### config.mk
export PLATFORM = sky130hd
export DESIGN_NAME = fsm_output_signature_monitor
export DESIGN_NICKNAME = d
export VERILOG_FILES = /design/src/rtl/fsm_output_signature_monitor.sv
export SDC_FILE = /design/constraint.sdc
export NUM_CORES = 1
export LEC_CHECK = 0
export ABC_AREA = 0
export CORE_MARGIN = 3
export CORE_UTILIZATION = 47
export CTS_BUF_LIST = sky130_fd_sc_hd__clkbuf_16
export DETAILED_ROUTE_END_ITERATION = 12
export PLACE_DENSITY = 0.76
export SETUP_SLACK_MARGIN = 0.3
export SYNTH_ARGS = -nofsm -noshare
export SYNTH_HDL_FRONTEND = slang
export SYNTH_SLANG_ARGS = --single-unit
### constraint.sdc
create_clock -name clk -period 2.3 [get_ports clk]
set_input_delay 0.46 -clock clk [delete_from_list [all_inputs] [get_ports clk]]
set_output_delay 0.46 -clock clk [all_outputs]
set_load 0.005 [all_outputs]
### src/rtl/fsm_output_signature_monitor.sv
// Output-word monitor for a control FSM: compresses a fixed window of sampled words into a
// MISR signature, counts all-zero words, and flags over-long zero runs as a sticky dropout alarm.
module fsm_output_signature_monitor #(
    parameter int unsigned   W        = 25,
    parameter logic [W-1:0]  POLY     = 25'h0000009,
    parameter int unsigned   WIN_LEN  = 256,
    parameter int unsigned   ZRUN_MAX = 4,
    parameter int unsigned   CNT_W    = 16
) (
    input  logic             clk,
    input  logic             rst,
    input  logic             start,
    input  logic             abort,
    input  logic             en,
    input  logic [W-1:0]     y_in,
    input  logic             sig_ack,
    output logic             busy,
    output logic             sig_valid,
    output logic [W-1:0]     sig_out,
    output logic [CNT_W-1:0] zero_words,
    output logic             alarm
);

    localparam int unsigned SCNT_W = (WIN_LEN > 1) ? $clog2(WIN_LEN) : 1;
    localparam int unsigned RUN_W  = $clog2(ZRUN_MAX + 1);

    typedef enum logic [1:0] {StIdle, StRun, StDone} state_e;

    state_e            state_q, state_d;
    logic [W-1:0]      misr_q;
    logic [SCNT_W-1:0] sample_cnt_q;
    logic [RUN_W-1:0]  run_len_q;

    logic [W-1:0]      misr_next;
    logic [RUN_W-1:0]  run_len_next;
    logic              sample_fire;
    logic              last_sample;

    assign misr_next   = {misr_q[W-2:0], 1'b0} ^ (misr_q[W-1] ? POLY : '0) ^ y_in;
    assign sample_fire = (state_q == StRun) && en && !abort;
    assign last_sample = (sample_cnt_q == SCNT_W'(WIN_LEN - 1));

    always_comb begin
        run_len_next = '0;
        if (y_in == '0) begin
            run_len_next = (run_len_q == RUN_W'(ZRUN_MAX)) ? run_len_q : run_len_q + RUN_W'(1);
        end
    end

    always_ff @(posedge clk or posedge rst) begin
        if (rst) begin
            state_q <= StIdle;
        end else begin
            state_q <= state_d;
        end
    end

    always_comb begin
        state_d = state_q;
        if (abort) begin
            state_d = StIdle;
        end else begin
            unique case (state_q)
                StIdle:  if (start) state_d = StRun;
                StRun:   if (en && last_sample) state_d = StDone;
                StDone:  if (sig_ack) state_d = StIdle;
                default: state_d = StIdle;
            endcase
        end
    end

    always_comb begin
        busy      = (state_q == StRun);
        sig_valid = (state_q == StDone);
    end

    // Abort freezes the datapath: nothing is cleared or exported on an abandoned window.
    always_ff @(posedge clk or posedge rst) begin
        if (rst) begin
            misr_q       <= '0;
            sample_cnt_q <= '0;
            run_len_q    <= '0;
            zero_words   <= '0;
            alarm        <= 1'b0;
            sig_out      <= '0;
        end else if (!abort) begin
            if (state_q == StIdle && start) begin
                misr_q       <= '0;
                sample_cnt_q <= '0;
                run_len_q    <= '0;
                zero_words   <= '0;
                alarm        <= 1'b0;
            end else if (sample_fire) begin
                misr_q       <= misr_next;
                sample_cnt_q <= sample_cnt_q + SCNT_W'(1);
                run_len_q    <= run_len_next;
                if (y_in == '0 && zero_words != '1) begin
                    zero_words <= zero_words + CNT_W'(1);
                end
                if (run_len_next == RUN_W'(ZRUN_MAX)) begin
                    alarm <= 1'b1;
                end
                if (last_sample) begin
                    sig_out <= misr_next;
                end
            end
        end
    end

endmodule

==> flow_metrics.py, run 1 <==
metrics = {
    "finish": {
        "mostFrequentLayoutCells": "dfrtp_1 (80), buf_4 (56), clkdlybuf4s50_1 (48)",
        "layout_commonest_cell": "dfrtp_1",
        "antenna_cells": 0,
        "nNetsFinal": 554,
        "stdcell_area_um2": 5610,
        "drive_above_1_share": 0.225,
        "area_growth_pct": 45.9,
    },
    "synth": {
        "netlist_area_um2": 3840,
        "synthFlopType": "dfrtp_1",
        "ys_seq_area_frac": 0.521,
        "ys_seq_elements": 80,
        "synth_nets": 426,
        "netlist_instances": 391,
        "synth-async-reset-ratio": 1.00,
        "ys.warnings.count": 0,
        "syn_area_per_cell_um2": 9.82,
        "ys_types": 52,
        "synth-edff-count": 0,
    },
    "floorplan": {
        "die-area_um2": 9290,
        "row_count": 32,
        "die-width_um": 96.4,
        "fp.dieH_um": 96.4,
        "io-pin-count": 75,
        "core_area_um2": 7850,
        "initial_core_util": 0.489,
    },
    "global_route": {
        "grt_pass1_wl_mm": 16.7,
        "grt_overflow": 0,
        "gr-usage-all-layers": 0.232,
        "grt_start_max_net_pins": 81,
        "antenna_found_initial": 0,
        "grt_pass1_vias": 3473,
    },
    "critical_path": {
        "crit_type": "input pin to flip-flop",
        "crit_buf_inv": 3,
        "cp_num_cells": 8,
        "cpLargestDelayFamily": "simple AND/OR/NAND/NOR gates",
        "cp.arrival_ps": 2220,
        "critical_path_required_ps": 2560,
        "timing.rr.start": "zero_words[2]",
        "cp_cell_sequence": "buf_4, nor4_4, buf_4, and4_4, o211ai_4, buf_6, or4_4, a21oi_2",
        "cp-start-kind": "input pin",
        "cpMostUsedCell": "buf_4",
        "reg2reg_slack_ps": 360,
        "crit_slowest_cell": "or4_4",
        "r2r_end": "zero_words[13]",
        "critPathMaxFanout": 6,
        "crit_path_max_incr_delay_ps": 410,
        "cp-startpoint": "y_in[24]",
        "crit_end": "zero_words[4]",
        "ff2ff_path_depth": 5,
        "cp-end-kind": "flip-flop",
    },
    "pwr": {
        "swShare": 0.242,
        "power_mw": 3.45,
        "power_frac_clock": 0.433,
        "power_leakage_nw": 2.49,
        "p_switching_uw": 833,
        "power.density_nw_per_um2": 615,
        "internal_power_mw": 2.62,
        "peakVddDrop_mv": 0.437,
        "p_seq_frac": 0.449,
        "p_comb_frac": 0.119,
    },
    "timing": {
        "slew_violations": 0,
        "relSlewSlack": 0.714,
        "timing.hold.ws_ps": 500,
        "fin_crit_sh": 0.852,
        "worst_pin_slew_ps": 430,
        "setup_viol": 0,
        "hold_viol": 0,
        "fmax_mhz": 511,
        "finClkSkew_ps": 7.97,
        "rsz0062_at_grt": "yes",
        "finalCriticalPeriod_ps": 1960,
    },
    "detailed_routing": {
        "drt_iter0_drc": 191,
        "drc": 0,
        "wirelength_mm": 10.4,
        "wl_per_cell_um": 16.6,
        "drt_pass1_iterations": 5,
        "viasPerCell": 5.55,
        "vias": 3473,
        "antenna_left": 0,
    },
    "clock_network": {
        "path_clk_slew_ps": 60,
        "cts.sinks": 80,
        "cts_buffer_depth": 2,
        "cts_tree": "yes",
        "cts-root-buf": "clkbuf_16",
        "numCtsBuffers": 9,
        "worst_skew_pair.late_latency_ps": 330,
        "htreeDepth": 3,
    },
    "min_path": {
        "min_path_type": "flip-flop to flip-flop",
    },
    "placed_design": {
        "globalplace.congestion": 0.880,
        "dp_hpwl_mm": 6.93,
        "port_buffers": 74,
        "placed_cell_area_um2": 5040,
    },
    "run": {
        "maxCapViolations": 0,
    },
    "run_status": {
        "status": "finished, final reports clean",
    },
}
[logic make-up (layout without fill, tap and decap cells)]
family	Yosys count	after routing	share of synthesized area
adder cells (fa/ha/maj)	4	4	0.0130
multiplexers	5	5	0.0137
XOR/XNOR	31	31	0.0707
AO/OA/AOI/OAI	93	94	0.150
flip-flops	80	80	0.521
AND/OR/NAND/NOR	152	152	0.202
buffers and inverters	26	158	0.0300
[metal layers]
metal	vias up	GRT usage	part of all wire
met5	-	0	0
met4	0	0.0900	0.021
met3	23	0.0341	0.062
met2	136	0.390	0.50
met1	1675	0.302	0.41
li1	1639	-	-
[worst min-delay path: cells and delay by family, from the launching register on]
family	cells	cell delay (ps)
simple gates	1	70
compound gates	1	40
flops	1	350
[cells in the mapped netlist, types with 5 or more instances]
library cell / n / area (um^2)
a21oi_1: 39 / 195
nor3_1: 7 / 35.0
nand4_1: 7 / 43.8
or4_1: 6 / 45.0
nand3_1: 14 / 70.1
dfrtp_1: 80 / 2000
inv_1: 9 / 33.8
o31ai_1: 6 / 45.0
buf_2: 5 / 25.0
nand2_1: 45 / 169
xnor2_1: 27 / 236
clkbuf_1: 10 / 37.5
o21ai_0: 28 / 140
nand2b_1: 5 / 31.3
nor2_1: 43 / 161
[power by group through the flow]
| stage | registers, mW | logic (mW) | clock network [mW] |
|---|---|---|---|
| floorplan | 1.55 | 0.211 | 0 |
| global placement | 1.56 | 0.383 | 0 |
| detailed placement | 1.57 | 0.396 | 0 |
| CTS | 1.55 | 0.404 | 1.50 |
| global route | 1.56 | 0.452 | 1.56 |
| finish | 1.55 | 0.409 | 1.49 |
[through the flow]
stage / util / setup WS, ps / std cells / TNS [ps]
5_1_grt: 0.714 / 271 / 626 / 0
6_report: 0.714 / 341 / 626 / 0
2_1_floorplan: - / 374 / 391 / 0
3_5_place_dp: 0.642 / -316 / 601 / -3590
3_3_place_gp: 0.642 / -259 / 601 / -2600
4_1_cts: 0.695 / 284 / 620 / 0
[state kept, by name, indices dropped and copies added, names as in the netlist]
name,flops
alarm,1
misr_q,25
run_len_q,3
sample_cnt_q,8
sig_out,25
state_q,2
zero_words,16
[worst min-delay path by stage]
stage                           from         end  slack (ps)  cells past startpoint
after floorplan           misr_q[20]  misr_q[20]         470                      2
after global placement     misr_q[2]   misr_q[2]         480                      2
after detailed placement       alarm       alarm         490                      2
after CTS                      alarm       alarm         500                      2
after global routing       misr_q[7]   misr_q[7]         530                      2
final                          alarm       alarm         500                      2
[repair_timing]
item / CTS / global route
endpoints found under the setup margin: 25 / 73
cloned: 1 / 0
buffers inserted: 2 / 6
pin swaps: 16 / 14
hold buffers: 0 / 0
gates resized for setup: 35 / 36
[final cells by class]
type / instances / area [um^2]
Tap cell: 102 / 128
Fill cell: 597 / 2240
Inverter: 9 / 37.5
Multi-Input combinational cell: 286 / 1900
Timing Repair Buffer: 133 / 1220
Clock inverter: 7 / 88.8
Clock buffer: 9 / 225
Sequential cell: 80 / 2000
Power figures use the tool's default switching activity.
==> run 2, diff against run 1 <==
--- a/config.mk
+++ b/config.mk
@@ -11,6 +11,7 @@
 export CTS_BUF_LIST = sky130_fd_sc_hd__clkbuf_16
 export DETAILED_ROUTE_END_ITERATION = 12
 export PLACE_DENSITY = 0.76
+export REMOVE_ABC_BUFFERS = 1
 export SETUP_SLACK_MARGIN = 0.3
 export SYNTH_ARGS = -nofsm -noshare
 export SYNTH_HDL_FRONTEND = slang
==> flow_metrics.py, run 2 (synthesized netlist as in run 1, its figures left out) <==
metrics = {
    "floorplan": {
        "die-area_um2": 9290,
        "core_area_um2": 7850,
        "row_count": 32,
        "io-pin-count": 75,
        "fp.dieH_um": 96.4,
        "initial_core_util": 0.489,
        "die-width_um": 96.4,
    },
    "detailed_routing": {
        "vias": 3470,
        "drt_pass1_iterations": 5,
        "drc": 0,
        "wirelength_mm": 10.3,
        "wl_per_cell_um": 16.6,
        "antenna_left": 0,
        "viasPerCell": 5.59,
        "drt_iter0_drc": 250,
    },
    "finish": {
        "area_growth_pct": 43.4,
        "antenna_cells": 0,
        "largestRegisters": "misr_q: 25 flops, sig_out: 25 flops, zero_words: 16 flops",
        "layout_commonest_cell": "dfrtp_1",
        "num-fill-cells": 590,
        "mostFrequentLayoutCells": "dfrtp_1 (80), clkdlybuf4s50_1 (53), buf_4 (50)",
        "nNetsFinal": 549,
        "drive_above_1_share": 0.202,
        "stdcell_count": 621,
    },
    "timing": {
        "finalCriticalPeriod_ps": 1940,
        "hold_viol": 0,
        "layout_setup_ws_ps": 358,
        "fin_crit_sh": 0.844,
        "rsz0062_at_grt": "yes",
        "relSlewSlack": 0.711,
        "setup_viol": 0,
        "worst_pin_slew_ps": 434,
        "finClkSkew_ps": 6.93,
        "fin_tns_setup_ps": 0,
        "fmax_mhz": 515,
        "slew_violations": 0,
    },
    "clock_network": {
        "numCtsBuffers": 9,
        "path_clk_slew_ps": 70,
        "cts_tree": "yes",
        "htreeDepth": 3,
        "cts.sinks": 80,
        "worst_skew_pair.late_latency_ps": 340,
        "cts-root-buf": "clkbuf_16",
        "cts_hold_buf": 0,
        "cts_buffer_depth": 2,
    },
    "critical_path": {
        "critical_path_required_ps": 2550,
        "reg2reg_slack_ps": 390,
        "cp.arrival_ps": 2190,
        "r2r_end": "zero_words[15]",
        "timing.rr.start": "zero_words[0]",
        "cp-end-kind": "flip-flop",
        "ff2ff_path_depth": 8,
        "cp-start-kind": "input pin",
        "critPathMaxFanout": 4,
        "crit_type": "input pin to flip-flop",
    },
    "run_status": {
        "status": "finished, final reports clean",
    },
    "global_route": {
        "grt_pass1_wl_mm": 16.4,
        "grt_overflow": 0,
        "gr-usage-all-layers": 0.227,
        "grt_start_max_net_pins": 81,
        "antenna_found_initial": 0,
        "grt_pass1_vias": 3464,
    },
    "placed_design": {
        "dp_hpwl_mm": 6.90,
        "post-place-ws_ps": -239,
        "globalplace.congestion": 0.842,
        "port_buffers": 74,
        "place_inst": 601,
    },
    "min_path": {
        "whs_path_depth": 2,
        "min_path_type": "flip-flop to flip-flop",
        "min_from": "misr_q[11]",
        "min_to": "misr_q[11]",
    },
    "pwr": {
        "power.density_nw_per_um2": 623,
        "power_leakage_nw": 2.42,
        "peakVddDrop_mv": 0.386,
    },
    "run": {
        "maxCapViolations": 0,
    },
}
run 2: cell count changes in the layout (fill, tap and decap cells not counted), moves of 2 or more:
| cell | previous run | this run |
|---|---|---|
| clkdlybuf4s15_1 | 3 | 0 |
| inv_1 | 10 | 8 |
| a21oi_2 | 4 | 2 |
| nor3_1 | 5 | 3 |
| dlygate4sd2_1 | 9 | 12 |
| clkdlybuf4s50_1 | 48 | 53 |
| dlymetal6s2s_1 | 11 | 8 |
| a21oi_1 | 35 | 37 |
| inv_8 | 0 | 2 |
| nand2b_1 | 3 | 5 |
| nor3_2 | 1 | 4 |
| inv_6 | 0 | 2 |
| nand2b_4 | 2 | 0 |
| buf_4 | 56 | 50 |
run 2: cell type report:
type	instances	area [um^2]	share of cell area
flip-flops and latches	80	2000	0.363
inverters	9	33.8	0.00613
multi-input cells	286	1850	0.337
repair buffers	128	1180	0.214
clock buffers	9	225	0.0409
clock inverters	7	86.3	0.0157
well taps	102	128	0.0232
run 2: where the power goes:
part,switching [mW],leakage (nW),internal [mW]
combinational,0.210,1.18,0.192
sequential,0.0648,1.09,1.48
clock,0.622,0.150,0.866
total,0.897,2.42,2.54
run 2: repair_timing:
item | CTS | global route
endpoints found under the setup margin | 18 | 35
gates resized for setup | 21 | 27
gates cloned | 0 | 1
hold endpoints to repair | 0 | 0
buffers inserted | 2 | 1
pin swaps | 8 | 13
run 2: worst max path at each step:
stage | startpoint | end | slack (ps) | depth (start not counted)
after floorplan | abort | sig_out[21] | -700 | 4
after global placement | y_in[21] | zero_words[4] | -160 | 6
after detailed placement | y_in[21] | zero_words[7] | -240 | 6
after CTS | y_in[1] | zero_words[11] | 300 | 6
after global routing | y_in[21] | zero_words[10] | 260 | 8
final | abort | zero_words[10] | 360 | 7
run 2: worst max-delay path: stages:
cell and delay [ps]:
clkdlybuf4s50_1 440, or2_4 260, a2111oi_4 350, o2111ai_2 160, buf_4 180, nor2_2 110, mux2i_1 210
run 2: metal layers:
layer  share of wire  track usage  up-vias  wire, um
met4           0.021       0.0736        0       221
met3           0.054       0.0356       21       560
met1            0.42        0.301     1681      4290
met2            0.51        0.382      127      5220
met5               0            0        -         0
li1                -            -     1641         -
run 2: stage by stage:
| stage | hold WS, ps | instance area [um^2] | util | total power [mW] |
|---|---|---|---|---|
| after floorplan | 469 | 3760 | - | 1.76 |
| after global placement | 485 | 5040 | 0.642 | 1.95 |
| after detailed placement | 494 | 5040 | 0.642 | 1.97 |
| after CTS | 511 | 5400 | 0.688 | 3.45 |
| after global routing | 527 | 5510 | 0.702 | 3.56 |
| final | 507 | 5510 | 0.702 | 3.43 |
